$ cat src/rtl/mem_arbiter.sv
// mem_arbiter: one memory bus shared by instruction fetch (I) and load/store (D), one transaction
// in flight, D priority with a starvation guard. Define ARB_TIMEOUT_EN to enable the bus wait timeout.
module mem_arbiter #(
   parameter int unsigned ADDR_WIDTH     = 64,
   parameter int unsigned DATA_WIDTH     = 64,
   parameter int unsigned STARVE_LIMIT   = 4,
   parameter int unsigned TIMEOUT_CYCLES = 255
) (
   input  logic                    clk,
   input  logic                    rst,
   input  logic                    i_req_valid,
   output logic                    i_req_ready,
   input  logic [ADDR_WIDTH-1:0]   i_req_addr,
   output logic                    i_rsp_valid,
   output logic [DATA_WIDTH-1:0]   i_rsp_data,
   input  logic                    d_req_valid,
   output logic                    d_req_ready,
   input  logic [ADDR_WIDTH-1:0]   d_req_addr,
   input  logic                    d_req_wen,
   input  logic [DATA_WIDTH-1:0]   d_req_wdata,
   input  logic [DATA_WIDTH/8-1:0] d_req_wmask,
   output logic                    d_rsp_valid,
   output logic [DATA_WIDTH-1:0]   d_rsp_data,
   output logic                    bus_req_valid,
   input  logic                    bus_req_ready,
   output logic [ADDR_WIDTH-1:0]   bus_req_addr,
   output logic                    bus_req_wen,
   output logic [DATA_WIDTH-1:0]   bus_req_wdata,
   output logic [DATA_WIDTH/8-1:0] bus_req_wmask,
   input  logic                    bus_rsp_valid,
   input  logic [DATA_WIDTH-1:0]   bus_rsp_data,
   output logic                    busy,
   output logic                    rsp_err
);

   localparam int unsigned MASK_WIDTH   = DATA_WIDTH / 8;
   localparam int unsigned STREAK_WIDTH = $clog2(STARVE_LIMIT + 1);

   typedef enum logic [1:0] {ST_IDLE, ST_REQ, ST_RESP} state_t;
   typedef enum logic {OWN_I, OWN_D} owner_t;

   state_t                  r_state;
   state_t                  w_state_next;
   owner_t                  r_owner;
   logic [STREAK_WIDTH-1:0] r_streak;
   logic [ADDR_WIDTH-1:0]   r_addr;
   logic                    r_wen;
   logic [DATA_WIDTH-1:0]   r_wdata;
   logic [MASK_WIDTH-1:0]   r_wmask;

   logic w_arb_en;
   logic w_starved;
   logic w_grant_i;
   logic w_grant_d;
   logic w_done;
   logic w_timeout;
   logic w_rsp_fire;

   if (STARVE_LIMIT == 0 || TIMEOUT_CYCLES == 0) begin : g_param_check
      $error("mem_arbiter: STARVE_LIMIT and TIMEOUT_CYCLES must be non-zero");
   end

   // Handshake outputs are held low while rst is asserted, even in the reset cycle itself.
   assign w_arb_en   = (r_state == ST_IDLE) && !rst;
   assign w_starved  = (r_streak == STREAK_WIDTH'(STARVE_LIMIT));
   assign w_grant_d  = w_arb_en && d_req_valid && !(i_req_valid && w_starved);
   assign w_grant_i  = w_arb_en && i_req_valid && !w_grant_d;
   assign w_done     = (r_state == ST_RESP) && bus_rsp_valid && !rst;
   assign w_rsp_fire = w_done || w_timeout;

`ifdef ARB_TIMEOUT_EN
   localparam int unsigned WAIT_WIDTH = $clog2(TIMEOUT_CYCLES + 1);

   logic [WAIT_WIDTH-1:0] r_wait;

   always_ff @(posedge clk) begin
      if (rst) begin
         r_wait <= '0;
      end else if (w_grant_i || w_grant_d) begin
         r_wait <= '0;
      end else if (r_state != ST_IDLE && r_wait != WAIT_WIDTH'(TIMEOUT_CYCLES)) begin
         r_wait <= r_wait + 1'b1;
      end
   end

   // A real response arriving on the timeout cycle wins over the error.
   assign w_timeout = (r_state != ST_IDLE) && !rst && !w_done &&
                      (r_wait == WAIT_WIDTH'(TIMEOUT_CYCLES));
`else
   assign w_timeout = 1'b0;
`endif

   always_ff @(posedge clk) begin
      if (rst) begin
         r_state <= ST_IDLE;
      end else begin
         r_state <= w_state_next;
      end
   end

   always_comb begin
      w_state_next = r_state;
      case (r_state)
         ST_IDLE: begin
            if (w_grant_i || w_grant_d) begin
               w_state_next = ST_REQ;
            end
         end
         ST_REQ: begin
            if (w_timeout) begin
               w_state_next = ST_IDLE;
            end else if (bus_req_ready) begin
               w_state_next = ST_RESP;
            end
         end
         ST_RESP: begin
            if (w_rsp_fire) begin
               w_state_next = ST_IDLE;
            end
         end
         default: w_state_next = ST_IDLE;
      endcase
   end

   always_comb begin
      i_req_ready   = 1'b0;
      d_req_ready   = 1'b0;
      bus_req_valid = 1'b0;
      i_rsp_valid   = 1'b0;
      d_rsp_valid   = 1'b0;
      if (!rst) begin
         case (r_state)
            ST_IDLE: begin
               i_req_ready = w_grant_i;
               d_req_ready = w_grant_d;
            end
            ST_REQ: begin
               bus_req_valid = 1'b1;
               i_rsp_valid   = w_timeout && (r_owner == OWN_I);
               d_rsp_valid   = w_timeout && (r_owner == OWN_D);
            end
            ST_RESP: begin
               i_rsp_valid = w_rsp_fire && (r_owner == OWN_I);
               d_rsp_valid = w_rsp_fire && (r_owner == OWN_D);
            end
            default: ;
         endcase
      end
   end

   assign i_rsp_data    = w_timeout ? '0 : bus_rsp_data;
   assign d_rsp_data    = w_timeout ? '0 : bus_rsp_data;
   assign rsp_err       = w_timeout;
   assign busy          = (r_state != ST_IDLE);
   assign bus_req_addr  = r_addr;
   assign bus_req_wen   = r_wen;
   assign bus_req_wdata = r_wdata;
   assign bus_req_wmask = r_wmask;

   always_ff @(posedge clk) begin
      if (rst) begin
         r_owner  <= OWN_I;
         r_streak <= '0;
         r_addr   <= '0;
         r_wen    <= 1'b0;
         r_wdata  <= '0;
         r_wmask  <= '0;
      end else if (w_grant_d) begin
         r_owner <= OWN_D;
         r_addr  <= d_req_addr;
         r_wen   <= d_req_wen;
         r_wdata <= d_req_wdata;
         r_wmask <= d_req_wmask;
         if (i_req_valid && !w_starved) begin
            r_streak <= r_streak + 1'b1;
         end
      end else if (w_grant_i) begin
         r_owner  <= OWN_I;
         r_addr   <= i_req_addr;
         r_wen    <= 1'b0;
         r_wdata  <= '0;
         r_wmask  <= '0;
         r_streak <= '0;
      end
   end

endmodule

$ cat config.mk
export PLATFORM = sky130hd
export DESIGN_NAME = mem_arbiter
export DESIGN_NICKNAME = d
export VERILOG_FILES = /design/src/rtl/mem_arbiter.sv
export SDC_FILE = /design/constraint.sdc
export NUM_CORES = 1
export LEC_CHECK = 0
export ABC_AREA = 1
export BUFFER_PORTS_ARGS = -buffer_cell sky130_fd_sc_hd__buf_2
export CELL_PAD_IN_SITES_DETAIL_PLACEMENT = 1
export CELL_PAD_IN_SITES_GLOBAL_PLACEMENT = 1
export CORE_AREA = 2 2 211 213
export CTS_CLUSTER_DIAMETER = 100
export CTS_CLUSTER_SIZE = 14
export DETAILED_ROUTE_END_ITERATION = 16
export DIE_AREA = 0 0 213 215
export PLACE_DENSITY_LB_ADDON = 0.05
export SYNTH_ARGS = -nofsm -noshare
export SYNTH_HDL_FRONTEND = slang
export SYNTH_SLANG_ARGS = --single-unit
export TNS_END_PERCENT = 10
$ cat constraint.sdc
create_clock -name clk -period 1.8 [get_ports clk]
set_input_delay 0.18 -clock clk [delete_from_list [all_inputs] [get_ports clk]]
set_output_delay 0.18 -clock clk [all_outputs]
set_load 0.02 [all_outputs]
==> flow_metrics.env, run 1 <==
export IMPL_ys_seq_elements=143
export IMPL_fin_cells=2110
export IMPL_setup_violations_final=0
export IMPL_synth_top_family_by_area="simple AND/OR/NAND/NOR gates"
export IMPL_first_pass_iters=4
export IMPL_seqCellArea_um2=2870
export IMPL_power_density_nw_per_um2=827
export IMPL_grt_pass1_wl_mm=52.9
export IMPL_vias=8229
export IMPL_numCtsBuffers=17
export IMPL_syn_area_um2=7670
export IMPL_synthCells=1117
export IMPL_clk_latency_ns=0.48
export IMPL_fin_tns_setup_ns=0
export IMPL_post_route_util_pct=27.3
export IMPL_power_total_mw=9.87
export IMPL_cts_sinks=143
export IMPL_worst_slack_ns=0.0640
export IMPL_rsz0062_at_grt="true"
export IMPL_end_kind="primary output"
export IMPL_drt_iter0_markers=303
export IMPL_wl_per_cell_um=16.7
export IMPL_yosysWarnings=0
export IMPL_grt_max_degree=87
export IMPL_finalHoldViolCount=0
export IMPL_finalNetCount=1778
export IMPL_synthSimpleGateAreaFrac_pct=33.1
export IMPL_portBuffers=349
export IMPL_synth_area_mux_share_pct=0
export IMPL_coreArea_um2=43600
export IMPL_dieArea_um2=45800
export IMPL_maxSlewHeadroom_pct=56.8
export IMPL_critPathKind="reg2out"
export IMPL_arrival_ns=1.56
export IMPL_num_rows=77
export IMPL_h_tree_depth=4
export IMPL_routabilityCongestion=0.676
export IMPL_holdWs_ns=0.0311
export IMPL_post_route_cells_drive_above_1_share_pct=29.2
export IMPL_area_delta_synth_final_pct=55.6
export IMPL_syn_area_per_cell_um2=6.86
export IMPL_drc=0
export IMPL_first_global_vias=8848
export IMPL_cp_start_kind="flop"
export IMPL_max_slew_worst_pin_slew_ns=0.648
export IMPL_fin_crit_sh_pct=96.4
export IMPL_die_height_um=215
export IMPL_finClkSkew_ns=0.00708
export IMPL_gr_total_overflow=0
export IMPL_dp_slack_ns=0.0706
export IMPL_syn_nets=1390
export IMPL_required_ns=1.62
export IMPL_synth_compound_area_share_pct=5.03
export IMPL_n_antenna_cell=0
export IMPL_synth_top_area_share_pct=37.3
export IMPL_hpwl_mm=22.9
export IMPL_initial_core_util_pct=17.6
export IMPL_max_cap_violations=0
export IMPL_multi_input_area_um2=3020
export IMPL_synth_xor_area_share_pct=0.228
export IMPL_track_usage_pct=15.6
export IMPL_synthTopCellsByArea="dfxtp_1 37%, nand2_1 16%, buf_4 14%"
export IMPL_design_area_um2=11900
export IMPL_clockBufferDepth=2
export IMPL_path_max_fanout=4
export IMPL_dieWidth_um=213
export IMPL_ios=543
export IMPL_p_leak_nw=6.34
export IMPL_ir_drop_v=0.000597
export IMPL_clk_pin_slew_worst_paths_ns=0.06
export IMPL_fin_crit_ns=1.74
export IMPL_ys_types=23
export IMPL_slew_viol_final=0
export IMPL_cts_tree="built"
export IMPL_dp_cells=1884
export IMPL_yosysTopAreaCell="dfxtp_1"
export IMPL_outcome="finished, final reports clean"
export IMPL_synth_adder_area_share_pct=0.326
export IMPL_postRouteAntennaNets=0
export IMPL_hold_path_class="in2reg"
export IMPL_via_per_inst=3.90
export IMPL_grt_antenna_before_repair=2
export IMPL_max_clock_freq_mhz=576
export IMPL_cts_root_buffer="clkbuf_16"
export IMPL_nFillCells=5399
export IMPL_synth_seq_area_share_pct=37.3
export IMPL_placed_area_um2=9240
export IMPL_routed_wl_mm=35.2
## path summary, 6_finish.rpt
| kind | slack (ns) | endpoint | depth (start not counted) | startpoint |
|---|---|---|---|---|
| setup / recovery | 0.06 | i_req_ready | 8 | r_streak[1]$_SDFFE_PP0P_ |
| hold / removal | 0.03 | bus_req_addr[5]$_SDFFE_PP0P_ | 5 | d_req_addr[5] |
| setup reg to reg | 0.10 | bus_req_addr[15]$_SDFFE_PP0P_ | 13 | r_streak[1]$_SDFFE_PP0P_ |
| hold reg to reg | 0.48 | bus_req_wdata[49]$_SDFFE_PP0P_ | 2 | bus_req_wdata[49]$_SDFFE_PP0P_ |
## synth_stat cells
library cell	number
nor2_4	2
inv_1	136
nand4_1	3
xor2_1	2
conb_1	1
buf_2	31
a21oi_1	74
buf_6	1
dfxtp_1	143
nand2_1	333
ha_1	2
nand3_1	139
nor2_1	8
o21ai_0	1
clkbuf_1	20
or2_2	1
buf_1	12
nand3b_1	64
o21ai_1	2
buf_4	138
nand4_2	1
inv_2	1
nand3_2	2
## cell type report
cell class	instances	share of cell area (%)
well taps	592	6.21
clock inverters	10	1.12
inverters	137	4.31
multi-input cells	635	25.3
clock buffers	22	3.97
flip-flops and latches	143	24.0
repair buffers	571	35.0
## where the power goes
part	switching, mW	internal [mW]
combinational	1.39	1.12
clock	1.56	2.28
sequential	0.111	3.41
total	3.06	6.81
## kinds of logic after synthesis
| kind of cell | Yosys count |
|---|---|
| flip-flops | 143 |
| adder cells (fa/ha/maj) | 2 |
| AND/OR/NAND/NOR | 553 |
| XOR/XNOR | 2 |
| other | 1 |
| buffers and inverters | 339 |
| AO/OA/AOI/OAI | 77 |
## what timing repair did
action                                  4_1_cts  5_1_grt
pin swaps                                     5        2
hold endpoints to repair                    128        0
hold buffers                                176        0
gates cloned                                  5        0
setup buffers                                12        1
endpoints found under the setup margin        3       20
gates resized for setup                      13        7
## sequential cells by signal, summed over array words and instances, names as in the netlist
signal         flops
bus_req_addr      64
bus_req_wdata     64
bus_req_wmask      8
r_streak           3
r_state            2
bus_req_wen        1
r_owner            1
## per-layer routing
metal	global-route usage [%]	share of wire [%]	routed length, µm	vias up
li1	-	-	-	4128
met1	18.4	44	15400	3805
met2	24.8	46	16100	255
met3	7.92	9.0	3190	37
met4	4.13	1.4	498	4
met5	0	0.074	26	-
## layout by cell type, fill, tap and decap left out, drive strengths merged
master,n
buf,390
clkbuf,22
nand2,333
nand4,4
nand3b,64
dlygate4sd3,176
dfxtp,143
bufinv,3
nor2,10
bufbuf,5
o21ai,3
conb,1
nand3,141
xor2,2
or2,1
a21oi,74
clkinvlp,2
inv,138
ha,2
clkinv,4
## worst max-delay path, cell delays in order (launching register included)
cell and delay [ns]:
dfxtp_2 0.33, inv_2 0.05, ha_4 0.15, nand3_2 0.06, inv_2 0.05, nor2_4 0.15
buf_12 0.14, nor2_4 0.03, buf_6 0.12
Power figures use the tool's default switching activity.
==> run 2: changes to the inputs <==
Clock period 1.8 ns to 1.7 ns, I/O delays scaled along.
==> flow_metrics.env, run 2 (synthesis gave the netlist of run 1 again) <==
export IMPL_outcome="finished, violations left"
export IMPL_violations="negative setup slack"
export IMPL_dp_cells=1888
export IMPL_fin_cells=2126
export IMPL_end_kind="primary output"
export IMPL_power_total_mw=10.4
export IMPL_clockBufferDepth=2
export IMPL_clockPowerShare_pct=38.7
export IMPL_sequentialPowerShare_pct=36.0
export IMPL_crit_path_max_incr_delay_ns=0.33
export IMPL_routed_wl_mm=34.8
export IMPL_p_switching_mw=3.25
export IMPL_seqCellArea_um2=2870
export IMPL_required_ns=1.53
export IMPL_worst_slack_ns=-0.111
export IMPL_multi_input_area_um2=3030
export IMPL_rsz0062_at_grt="true"
export IMPL_dieWidth_um=213
export IMPL_clk_latency_ns=0.48
export IMPL_finalHoldViolCount=0
export IMPL_maxSlewHeadroom_pct=65.5
export IMPL_drt_iter0_markers=229
export IMPL_vias=8302
export IMPL_die_height_um=215
export IMPL_track_usage_pct=15.4
export IMPL_crit_path_top_delay_cell="dfxtp_2"
export IMPL_post_route_cells_drive_above_1_share_pct=28.7
export IMPL_ios=543
export IMPL_whs_path_depth=5
export IMPL_routabilityCongestion=0.679
export IMPL_gr_total_overflow=0
export IMPL_postRouteAntennaNets=0
export IMPL_power_density_nw_per_um2=863
export IMPL_combPwrFrac_pct=25.3
export IMPL_critPathKind="reg2out"
export IMPL_slew_viol_final=0
export IMPL_r2r_setup_slack_ns=0.04
export IMPL_p_leak_nw=6.34
export IMPL_coreArea_um2=43600
export IMPL_setup_violations_final=2
export IMPL_path_cells="inv_2 -> ha_4 -> nand3_4 -> inv_2 -> nor2_4 -> buf_12 -> buf_12 -> nor2_4 -> buf_6"
export IMPL_area_delta_synth_final_pct=56.7
export IMPL_fin_tns_setup_ns=-0.186
export IMPL_crit_cells=9
export IMPL_whs_endpoint="bus_req_addr[15]$_SDFFE_PP0P_"
export IMPL_portBuffers=349
export IMPL_n_antenna_cell=0
export IMPL_mostFrequentLayoutCells="345 x buf_2, 332 x nand2_1, 197 x dlygate4sd3_1"
export IMPL_cts_sinks=143
export IMPL_r2r_end="bus_req_addr[53]$_SDFFE_PP0P_"
export IMPL_cts_root_buffer="clkbuf_16"
export IMPL_numCtsBuffers=17
export IMPL_drc=0
export IMPL_critPathTopFamily="buffers and inverters"
export IMPL_max_cap_violations=0
export IMPL_finalNetCount=1796
export IMPL_max_slew_worst_pin_slew_ns=0.517
export IMPL_path_max_fanout=4
export IMPL_h_tree_depth=4
export IMPL_num_rows=77
export IMPL_switching_share_pct=31.4
export IMPL_dieArea_um2=45800
export IMPL_cp_start_kind="flop"
export IMPL_r2r_start="r_streak[0]$_SDFFE_PP0P_"
export IMPL_initial_core_util_pct=17.6
export IMPL_arrival_ns=1.64
export IMPL_reg2reg_depth=12
export IMPL_grt_pass1_wl_mm=52.8
export IMPL_cts_tree="built"
export IMPL_ir_drop_v=0.000571
export IMPL_nFillCells=5409
export IMPL_cp_num_buf_inv=5
export IMPL_first_pass_iters=4
export IMPL_hold_path_class="in2reg"
export IMPL_clk_pin_slew_worst_paths_ns=0.06
export IMPL_grt_max_degree=70
export IMPL_finClkSkew_ns=0.00789
export IMPL_hpwl_mm=23.1
export IMPL_wl_per_cell_um=16.3
export IMPL_fin_crit_ns=1.81
export IMPL_first_global_vias=9024
export IMPL_internal_power_mw=7.12
export IMPL_layout_commonest_cell="buf_2"
export IMPL_hp_start="d_req_addr[15]"
export IMPL_max_clock_freq_mhz=552
export IMPL_via_per_inst=3.90
export IMPL_fin_crit_sh_pct=107
export IMPL_grt_antenna_before_repair=3
-- run 2: final cells by class --
| class | instances | area share (%) |
|---|---|---|
| inverters | 137 | 4.28 |
| flip-flops and latches | 143 | 23.9 |
| clock buffers | 22 | 4.11 |
| multi-input cells | 635 | 25.2 |
| clock inverters | 8 | 0.885 |
| well taps | 592 | 6.16 |
| repair buffers | 589 | 35.5 |
-- run 2: power by group through the flow --
| stage | Sequential (mW) | Clock [mW] | Combinational (mW) |
|---|---|---|---|
| 2_1_floorplan | 4.09 | 0 | 1.41 |
| 3_3_place_gp | 3.80 | 0 | 2.25 |
| 3_5_place_dp | 3.80 | 0 | 2.25 |
| 4_1_cts | 3.73 | 4.26 | 2.69 |
| 5_1_grt | 3.76 | 4.38 | 2.93 |
| 6_report | 3.73 | 4.02 | 2.62 |
-- run 2: worst max-delay path by stage --
stage,startpoint,endpoint,slack (ns)
finish,r_streak[0]$_SDFFE_PP0P_,i_req_ready,-0.11
global route,r_streak[0]$_SDFFE_PP0P_,i_req_ready,-0.20
CTS,r_state[0]$_SDFFE_PP0P_,i_req_ready,-0.16
detailed placement,r_streak[0]$_SDFFE_PP0P_,bus_req_wdata[4]$_SDFFE_PP0P_,0.07
global placement,r_streak[0]$_SDFFE_PP0P_,i_req_ready,0.11
floorplan,r_streak[0]$_SDFFE_PP0P_,i_req_ready,0.20
-- run 2: worst register-to-register path: stages, from the launching register on --
cell	delay [ns]
dfxtp_2	0.33
inv_2	0.04
ha_4	0.15
nand3_4	0.07
inv_2	0.04
nor2_4	0.12
buf_12	0.14
buf_4	0.23
buf_4	0.20
nand2_1	0.06
nand3_1	0.09
nand2_1	0.06
inv_1	0.04
-- run 2: through the flow --
| step | hold slack, ns | area (µm²) | util (%) | worst slack [ns] |
|---|---|---|---|---|
| after floorplan | 0.273 | 7670 | - | 0.198 |
| after CTS | 0.00219 | 12000 | 27.5 | -0.159 |
| after global placement | 0.340 | 9250 | 21.2 | 0.107 |
| final | 0.0340 | 12000 | 27.5 | -0.111 |
| after global routing | 0.0463 | 12000 | 27.5 | -0.197 |
| after detailed placement | 0.340 | 9250 | 21.2 | 0.0705 |
-- run 2: routing by layer --
layer	GRT usage (%)	wire, µm	share of wire (%)	up-vias
li1	-	-	-	4142
met1	17.5	15000	43	3848
met2	25.1	15900	46	258
met3	7.09	3100	8.9	48
met4	5.38	660	1.9	6
met5	0	40	0.12	-
-- run 2: what timing repair did --
| action | CTS | global route |
|---|---|---|
| gates cloned | 1 | 0 |
| resized for setup | 24 | 4 |
| setup buffers | 8 | 2 |
| endpoints found under the hold margin | 138 | 0 |
| pin swaps | 5 | 3 |
| hold buffers | 197 | 0 |
| setup endpoints to repair | 3 | 66 |
